[src/rtl/uart_rx_pkg.sv]
// Shared serial-link definitions: receiver state encodings and the default
// 250 kbaud bit period used by both the transmitter and the receiver.
package uart_rx_pkg;

  typedef enum logic [2:0] {
    IDLE      = 3'd0,
    START     = 3'd1,
    DATA      = 3'd2,
    STOP      = 3'd3,
    WAIT_IDLE = 3'd4
  } uart_state_t;

  // 12 MHz board clock / 250 kbaud
  localparam int CLKS_PER_BIT_250K = 48;

endpackage

[src/rtl/uart_rx_sync_2ff.sv]
// Two-flop synchronizer for an asynchronous single-bit input; the reset value
// is a parameter so idle-high and idle-low lines can both use it.
module sync_2ff #(
  parameter logic RESET_VAL = 1'b1
) (
  input  logic clk12MHz,
  input  logic reset,
  input  logic d,
  output logic q
);

  logic meta;

  always_ff @(posedge clk12MHz) begin
    if (reset) begin
      meta <= RESET_VAL;
      q    <= RESET_VAL;
    end else begin
      meta <= d;
      q    <= meta;
    end
  end

endmodule

[src/rtl/uart_rx.sv]
// 8N1 serial receiver: synchronised rx line, mid-bit sampling, holding register
// with valid/ack handshake, framing-error and overrun pulses.
//
//   state     | meaning
//   ----------+-------------------------------------------------------------
//   IDLE      | line idle, waiting for rxS low
//   START     | timing half a bit to re-check the start bit
//   DATA      | sampling the 8 data bits, LSB first, once per bit period
//   STOP      | waiting for the stop-bit sample, then deliver/overrun/error
//   WAIT_IDLE | after a framing error, waiting for the line to return high
module uart_rx
  import uart_rx_pkg::*;
#(
  parameter int CLKS_PER_BIT = CLKS_PER_BIT_250K
) (
  input  logic       clk12MHz,
  input  logic       reset,
  input  logic       rx,
  output logic [7:0] recvData,
  output logic       recvValid,
  input  logic       recvAck,
  output logic       frameError,
  output logic       overrun,
  output logic       busy
);

  localparam int HALF_BIT = CLKS_PER_BIT / 2;
  localparam int CW       = $clog2(CLKS_PER_BIT);
  localparam logic [CW-1:0] HALF_LOAD = CW'(HALF_BIT - 1);
  localparam logic [CW-1:0] BIT_LOAD  = CW'(CLKS_PER_BIT - 1);

  logic rxS;

  sync_2ff #(.RESET_VAL(1'b1)) u_sync (
    .clk12MHz (clk12MHz),
    .reset    (reset),
    .d        (rx),
    .q        (rxS)
  );

  uart_state_t state, state_nxt;
  logic [CW-1:0] cnt, cnt_nxt;
  logic [2:0]    idx, idx_nxt;
  logic [7:0]    shift, shift_nxt;
  logic          tick;
  logic          load, ovr, ferr;

  // Bit timer counts down to zero; zero marks a sample point.
  assign tick = (cnt == '0);
  assign busy = (state != IDLE);

  always_comb begin
    state_nxt = state;
    cnt_nxt   = cnt - 1'b1;
    idx_nxt   = idx;
    shift_nxt = shift;
    load      = 1'b0;
    ovr       = 1'b0;
    ferr      = 1'b0;
    case (state)
      IDLE: begin
        cnt_nxt = HALF_LOAD;
        idx_nxt = 3'd0;
        if (!rxS) state_nxt = START;
      end
      START: begin
        if (tick) begin
          cnt_nxt   = BIT_LOAD;
          state_nxt = rxS ? IDLE : DATA;
        end
      end
      DATA: begin
        if (tick) begin
          cnt_nxt   = BIT_LOAD;
          shift_nxt = {rxS, shift[7:1]};
          idx_nxt   = idx + 3'd1;
          if (idx == 3'd7) state_nxt = STOP;
        end
      end
      STOP: begin
        if (tick) begin
          cnt_nxt = HALF_LOAD;
          if (rxS) begin
            // An ack in the same cycle frees the holding register in time.
            if (!recvValid || recvAck) load = 1'b1;
            else                       ovr  = 1'b1;
            state_nxt = IDLE;
          end else begin
            ferr      = 1'b1;
            state_nxt = WAIT_IDLE;
          end
        end
      end
      WAIT_IDLE: begin
        cnt_nxt = HALF_LOAD;
        if (rxS) state_nxt = IDLE;
      end
      default: begin
        cnt_nxt   = HALF_LOAD;
        state_nxt = IDLE;
      end
    endcase
  end

  always_ff @(posedge clk12MHz) begin
    if (reset) begin
      state      <= IDLE;
      cnt        <= HALF_LOAD;
      idx        <= 3'd0;
      shift      <= 8'h00;
      recvData   <= 8'h00;
      recvValid  <= 1'b0;
      frameError <= 1'b0;
      overrun    <= 1'b0;
    end else begin
      state      <= state_nxt;
      cnt        <= cnt_nxt;
      idx        <= idx_nxt;
      shift      <= shift_nxt;
      frameError <= ferr;
      overrun    <= ovr;
      if (load) begin
        recvData  <= shift;
        recvValid <= 1'b1;
      end else if (recvAck) begin
        recvValid <= 1'b0;
      end
    end
  end

endmodule

[config.mk]
export PLATFORM = sky130hd
export DESIGN_NAME = uart_rx
export DESIGN_NICKNAME = d
export VERILOG_FILES = /design/src/rtl/uart_rx_pkg.sv /design/src/rtl/uart_rx_sync_2ff.sv /design/src/rtl/uart_rx.sv
export SDC_FILE = /design/constraint.sdc
export NUM_CORES = 1
export LEC_CHECK = 0
export BUFFER_PORTS_ARGS = -buffer_cell sky130_fd_sc_hd__buf_2
export CAP_MARGIN = 10
export CORE_ASPECT_RATIO = 0.75
export CORE_MARGIN = 4
export CORE_UTILIZATION = 30
export CTS_BUF_LIST = sky130_fd_sc_hd__clkbuf_4 sky130_fd_sc_hd__clkbuf_8 sky130_fd_sc_hd__clkbuf_16
export CTS_CLUSTER_SIZE = 20
export DETAILED_ROUTE_END_ITERATION = 8
export GPL_TIMING_DRIVEN = 0
export SLEW_MARGIN = 20
export SYNTH_ARGS = -nofsm -noshare
export SYNTH_HDL_FRONTEND = slang
export SYNTH_SLANG_ARGS = --single-unit
export TNS_END_PERCENT = 1
[constraint.sdc]
create_clock -name clk12MHz -period 2.2 [get_ports clk12MHz]
set_input_delay 0.11 -clock clk12MHz [delete_from_list [all_inputs] [get_ports clk12MHz]]
set_output_delay 0.11 -clock clk12MHz [all_outputs]
set_load 0.05 [all_outputs]
==> run summary, run 1 <==
For this block, the via count after detailed routing is 1,059. The summed area of non-filler cells in the final layout was 1610 sq um; the number of design rule violations left after detail routing was 0. In this run the worst hold path is classified as primary input to flop. Of the total power, the share spent switching nets is 22.8%. The clock arrives with 0.00721 ns of skew.

The beginning of the worst hold path is rx. The synthesized area per cell is 9.87 sq um. The number of buffers inserted by hold repair at cts was 0. The largest individual stage delay along the critical path comes from the cell sky130_fd_sc_hd__or4_1. For the worst setup path, the data required time is 2.41 ns.

Traced cell by cell, the critical path runs through inv_1, ha_1, or4b_1, buf_2, or4_1, a21oi_1. The final antenna diode count was 0; the maximum clock rate was 517 MHz. The pin slew with the least headroom to its limit works out to 0.592 ns.

Leaving out fill and tap cells, the most frequent cell in the layout is sky130_fd_sc_hd__dfxtp_1. The synthesized netlist devotes 8.88% of its cell area to compound gates. From left edge to right edge, the die measures 86.4 microns. After the first detailed-routing iteration, the DRC count stood at 62.

Average wire per standard cell: 11.9 microns. The run gives 168 as the number of nets in the layout. The total area inside the core boundary comes to 4470 sq um. Across all register-to-register paths, the minimum setup slack is 0.27 ns. The remaining global-route overflow is 0, and the max-slew violation total from the final report is 0. For this design the total switching power over the nets is 0.247 mW.

Number of cells after detailed placement: 211. The endpoint of the lowest-slack register-to-register path was idx[0]. The buffer depth of the longest clock path is 2, and the post-synthesis adder-cell area fraction is 2.72%. After clock tree synthesis, the clock-pin slew on the worst setup and hold paths is 0.06 ns.

The tools report the internal power of the cells as 0.834 mW. Combinational cells account for 3.5% of the total power. Buffers placed on the I/O ports in this run total 14. The clock network fraction of design power is 40.7%, and the total iterations of the first detailed-routing run is 4. The arrival time of the worst setup path was 2.15 ns; the final-report setup violation count was 0.

After synthesis, flip-flops and latches occupy 47.8% of the total area. The residual antenna-violating net count after detailed routing was 0; the number of placed I/O pins was 16. The tools report the final hold violation count as 0.

The largest stage delay on the critical path was 0.47 ns; the worst setup slack after layout was 0.265 ns. Of the available clock period, the critical path in the final layout requires 87.9%. For the placed wire-length estimate, the log shows 1880 microns. The run gives 33 as the clock sink count.

Once placement finished, the instance area stood at 1520 sq um. Clock root buffer: sky130_fd_sc_hd__clkbuf_8. The first global-routing pass estimated 4450 microns of wire. TritonCTS created 5 clock buffers.

The headroom to the max-slew limit was 60.4%. The tools report the kind of start point of the critical path as a flop. The die height came out at 66.8 microns. The clock tree synthesis step divided the H-tree into 2 levels. In the layout the commonest cells are sky130_fd_sc_hd__dfxtp_1 (33), sky130_fd_sc_hd__nand2b_1 (17), sky130_fd_sc_hd__buf_2 (16), sky130_fd_sc_hd__mux2i_1 (16).

Total power for the finished layout comes to 1.08 mW. Startpoint of the worst register-to-register path: cnt[0]. Multiplexer cells account for 11.6% of the synthesized area.

For the total standard cell area after synthesis, the log shows 1380 sq um. The share of total power dissipated in sequential elements is 55.8%. IR analysis of the VDD net gives a maximum drop of 230 uV. The worst hold path depth came out at 2. The starting density of the core is 30.9%. The floorplan has 21 rows. The initial antenna violation count is 0.

Subtracting the final worst setup slack from the clock period gives 1.93 ns. Entering global routing, the biggest net connects 12 pins. For the warning count from the yosys run, the log shows 0.

The tools report the final sum of negative setup slack as 0 ns. The worst reg2reg path depth came out at 6. By startpoint and endpoint, the worst setup path is classified as flop to flop. For the clock latency reported for the late side of the worst-skew pair, the log shows 0.28 ns. At the end of routability-driven placement, the weighted congestion stood at 0.795.

Max-cap violations in this run came to 0. Summing the areas of all xor and xnor instances in the mapped netlist gives 1.27% of the synthesized area. After synthesis the netlist holds a flip-flop and latch count of 33.

For the number of global-route vias before repair, the log shows 926. For this run, the share of the core covered by cells in the final layout is 36.1%. The floorplan step defined a die boundary enclosing 5770 sq um. For the post-route worst hold slack, the log shows 0.0123 ns. Leaving out filler cells and counting taps, the final layout contains 219. The tools report the type of destination of the critical path as a flop. The share of post-route cells with drive strength above 1 came out at 17.9%.

Setup repair after global routing left no endpoint under its margin. TritonCTS built the clock tree. Dividing total power by cell area gives a power density of 670 nW/um^2.

The synthesized netlist devotes 23.2% of its cell area to simple gates. The logs give 9.84% for the global-route usage over all layers and 0.207 ns for the worst slack at placement. The run gives 147 as the synthesized netlist net count. The cell count after synthesis came out at 140.

The routed wire length was 2600 microns; the peak fanout along the critical path was 6. After detailed routing, the number of vias per cell comes to 4.84. The dominant combinational cell family by area after synthesis was simple AND/OR/NAND/NOR gates.

Summed over all cells, the static leakage comes to 0.720 nW. The run finished with clean final reports. The area growth from synthesis to layout is 16.8%, and the number of fill cells is 458. The tools report the destination of the worst hold path as u_sync.meta. Yosys mapped the design onto 29 distinct sky130hd cell types.
worst max-delay path: cells and delay by family (launching register included):
family	cells	cell delay (ns)
and+or+nand+nor	2	0.91
DFF	1	0.33
AOI/OAI and AO/OA	1	0.14
adders and majority gates	1	0.25
buffers and inverters	2	0.23
worst max-delay path by stage:
stage / end / start / slack [ns] / cells past startpoint
2_1_floorplan: idx[0] / cnt[0] / 0.39 / 6
3_3_place_gp: shift[3] / cnt[0] / 0.23 / 6
3_5_place_dp: shift[3] / cnt[0] / 0.21 / 6
4_1_cts: recvData[3] / cnt[0] / 0.19 / 5
5_1_grt: recvData[4] / cnt[0] / 0.006 / 5
6_report: idx[0] / cnt[0] / 0.27 / 6
registers in the layout, indices dropped and copies added (netlist names):
signal,count
recvData,8
shift,8
cnt,6
idx,3
state,3
frameError,1
overrun,1
recvValid,1
u_sync.meta,1
u_sync.q,1
Yosys cell counts (all sizes together):
cell / count / area [sq um]
inv: 5 / 18.8
nand4: 5 / 31.3
and3b: 1 / 8.76
buf: 4 / 32.5
nor2: 4 / 15.0
o31ai: 2 / 15.0
nor3: 7 / 35.0
dfxtp: 33 / 661
mux2i: 16 / 160
o211a: 1 / 10.0
xnor2: 2 / 17.5
clkbuf: 3 / 11.3
nand2: 7 / 26.3
and3: 1 / 6.26
a41o: 1 / 10.0
or4b: 1 / 10.0
o21ai: 2 / 10.0
ha: 3 / 37.5
a211oi: 3 / 22.5
nand2b: 17 / 106
a21oi: 5 / 25.0
nor4b: 1 / 8.76
nor4bb: 1 / 10.0
or3: 2 / 12.5
o211ai: 4 / 30.0
or4: 1 / 7.51
or2: 2 / 12.5
nand3: 6 / 30.0
routing by layer:
layer  vias up  wire [microns]  track usage (%)
met5         -               0                0
met4         0              55             5.25
met1       478            1350             14.3
met3         5             187             2.35
met2        36            1010             13.1
li1        540               -                -
kinds of logic after synthesis:
kind of cell,count (synthesis)
XOR/XNOR,2
multiplexers,16
adder cells (fa/ha/maj),3
AND/OR/NAND/NOR,56
flip-flops,33
buffers and inverters,12
AO/OA/AOI/OAI,18
what timing repair did:
item	4_1_cts	5_1_grt
setup endpoints to repair	0	10
setup buffers	0	0
resized for setup	0	1
cell type report:
type	instances	area [sq um]	area share, %
Tap cell	57	71.3	4.42
Sequential cell	33	661	40.9
Clock buffer	5	68.8	4.26
Inverter	5	18.8	1.16
Timing Repair Buffer	14	70.1	4.34
Buffer	7	43.8	2.71
Clock inverter	3	17.5	1.09
Multi-Input combinational cell	95	663	41.1
power by group through the flow:
stage,clock (mW),combinational [mW],sequential (mW)
2_1_floorplan,0,0.0282,0.616
3_3_place_gp,0,0.0374,0.617
3_5_place_dp,0,0.0371,0.617
4_1_cts,0.453,0.0374,0.603
5_1_grt,0.480,0.0414,0.603
6_report,0.440,0.0376,0.603
Note: power is estimated with default switching activity, not from simulation.
==> run 2: changes to the inputs <==
clock period = 2.04 ns   (was 2.2 ns; I/O delays follow)
==> run 2 against run 1 <==
Wire length is 0.84% higher. Clock skew hardly changed. Hold slack improved by 0.14 ns. Critical path depth unchanged. Sequential power grew 7.8%. Non-clock buffer count rose by 2. Worst setup slack worse by 0.16 ns. Power grew 8.0%. Cell area up 1.5%. Maximum frequency decreased by 0.21%. Sequential cell count unchanged. Die area is the same. Highest routed layer unchanged.
==> run summary, run 2 (synthesis gave the netlist of run 1 again) <==
Headroom to the max-slew limit came out at 62.8%. The pin count of the biggest net entering global routing is 12. The final hold violation count was 0; the vias per cell was 4.83.

The critical path goes through inv_1, ha_1, or4b_1, buf_2, or4_1, a21oi_1. Once placement finished, the instance area stood at 1520 sq um. For the number of max-capacitance violations reported, the log shows 0. Most utilized layer in the global route result: met1.

The first global-routing pass estimated 4440 microns of wire. In the global route stage, met3 resource usage came out at 2.35%. The global-route usage over all layers was 9.81%; the number of cells after detailed placement was 211.

The DRC violation total after the first TritonRoute iteration came out at 48. After clock tree synthesis, the clock-pin slew on the worst setup and hold paths is 0.07 ns. Area of the core: 4470 sq um. The overall power after layout is 1.17 mW, and the number of clock buffers inserted by TritonCTS is 5.

The repair_antennas step left the layout with diodes totalling 0. The final-report setup violation count is 0, and the pin slew with the least headroom to its limit is 0.554 ns. Setup repair after global routing left no endpoint under its margin.

The H-tree was split into 2 levels. The peak fanout along the critical path works out to 6. The largest registers in the layout are recvData x8, shift x8, cnt x6.

Leaving out fill and tap cells, the most frequent cell in the layout is sky130_fd_sc_hd__dfxtp_1. For this run, global-route usage on met2 was measured as 13.1%. The required time of the worst setup path was 2.25 ns; the number of placed I/O pins was 16. The routed wire length came out at 2630 microns.

The worst setup slack after layout was 0.101 ns. The power density over the cells came out at 713 nW/um^2. The worst path needs 1.94 ns of the cycle, external delays included. For this block, the via count after detailed routing is 1,068. The clock skew after layout is 0.00694 ns, and the full die area is 5770 sq um.

The starting density of the core is 30.9%. The cell sitting at the root of the clock tree is a sky130_fd_sc_hd__clkbuf_8. TritonCTS built the clock tree. The total iterations of the first detailed-routing run was 4; the number of port buffers was 14. The min-delay analysis places its worst path in the category primary input to flop. The largest single stage delay on the critical path is 0.47 ns.

The floorplan has 21 rows. For the final cell count without fillers, the log shows 221. For the maximum clock rate, the log shows 516 MHz.

STA classifies the critical path startpoint as a flop. The core utilization of the finished layout is 36.7%, and the number of global-route vias before repair is 920. The critical setup path kind is flop to flop. The type of destination of the critical path was a flop. The tools report the final sum of negative setup slack as 0 ns. The worst slack at placement came out at 0.0474 ns. The run gives 1640 sq um as the summed area of non-filler cells in the final layout. The cell with the largest stage delay on the worst path is sky130_fd_sc_hd__or4_1. The max-slew violation total from the final report came out at 0. The floorplan step set the die height to 66.8 microns. The die width is 86.4 microns.

After detailed routing, the number of remaining DRC violations is 0. The tools report the final weighted congestion of routability-driven global placement as 0.795. The analysis attributes to cell leakage a power of 0.729 nW. The share of the cycle needed by the critical path after routing is 95.0%. The logs give 0.28 ns for the clock latency reported for the late side of the worst-skew pair and 14.2% for the met1 global-route usage. On the final layout, the worst hold slack is 0.148 ns. Arrival time of the worst setup path: 2.15 ns.

In this run the deepest clock path goes through 2 buffers. The detail route stage leaves a number of antenna-violating nets equal to 0. The clock sink count was 33; the number of fill cells was 459. The logs give 248 uV for the maximum VDD drop and 170 for the number of nets in the layout.

The flow ran to the end, and the final reports show no timing, DRC or antenna violations. Initial antenna violation count: 0. For this run the aggregate overflow at the end of global routing stands at 0.

In the final routed layout, each cell accounts on average for 11.9 microns. The library cells used most frequently in the layout, excluding fill and tap cells, are sky130_fd_sc_hd__dfxtp_1 (33), sky130_fd_sc_hd__nand2b_1 (17), sky130_fd_sc_hd__buf_2 (16), sky130_fd_sc_hd__mux2i_1 (16). Relative to the synthesized area, the layout overhead comes to 18.6%.

After legalization and detailed placement, the total HPWL measured 1880 microns. The share of post-route cells with drive strength above 1 was 18.9%.
-- run 2: cell types whose count changed in the layout (fill, tap and decap cells not counted) --
cell and change:
sky130_fd_sc_hd__buf_4 +1, sky130_fd_sc_hd__nor4b_1 -1, sky130_fd_sc_hd__dlygate4sd3_1 +1, sky130_fd_sc_hd__nor4b_2 +1
-- run 2: repair_timing --
item	CTS	global route
hold buffers	1	0
resized for setup	0	2
setup buffers	0	1
hold endpoints to repair	1	0
endpoints found under the setup margin	0	15
-- run 2: critical path, delay by kind of cell (launching register included) --
family / cells / cell delay (ns)
and+or+nand+nor: 2 / 0.91
AOI/OAI and AO/OA: 1 / 0.14
adders and majority gates: 1 / 0.25
buffers and inverters: 2 / 0.23
DFF: 1 / 0.33
-- run 2: per-layer routing --
metal	part of all wire, %	vias up	routed length [microns]
met5	0	-	0
met4	2.1	0	55
met3	6.3	5	165
met2	40	34	1040
met1	52	484	1360
li1	-	545	-
-- run 2: worst paths after layout --
check,start,to,slack [ns],depth (start not counted)
min,recvAck,overrun,0.15,3
max,cnt[0],idx[0],0.10,6
max reg2reg,cnt[0],idx[0],0.10,6
min reg2reg,u_sync.meta,u_sync.q,0.42,1
-- run 2: power by group --
group | leakage, nW | total [mW] | switching [mW] | internal (mW)
clock | 0.0439 | 0.475 | 0.240 | 0.235
combinational | 0.418 | 0.0423 | 0.0240 | 0.0183
sequential | 0.267 | 0.650 | 0.00279 | 0.648
-- run 2: area by class of cell --
cell class	instances	area (sq um)	area share, %
clock buffer	5	68.8	4.20
tap	57	71.3	4.35
multi-input combinational	95	669	40.9
inverter	5	18.8	1.15
buffer	7	43.8	2.67
clock inverter	3	17.5	1.07
sequential	33	661	40.3
timing repair buffer	16	87.6	5.35
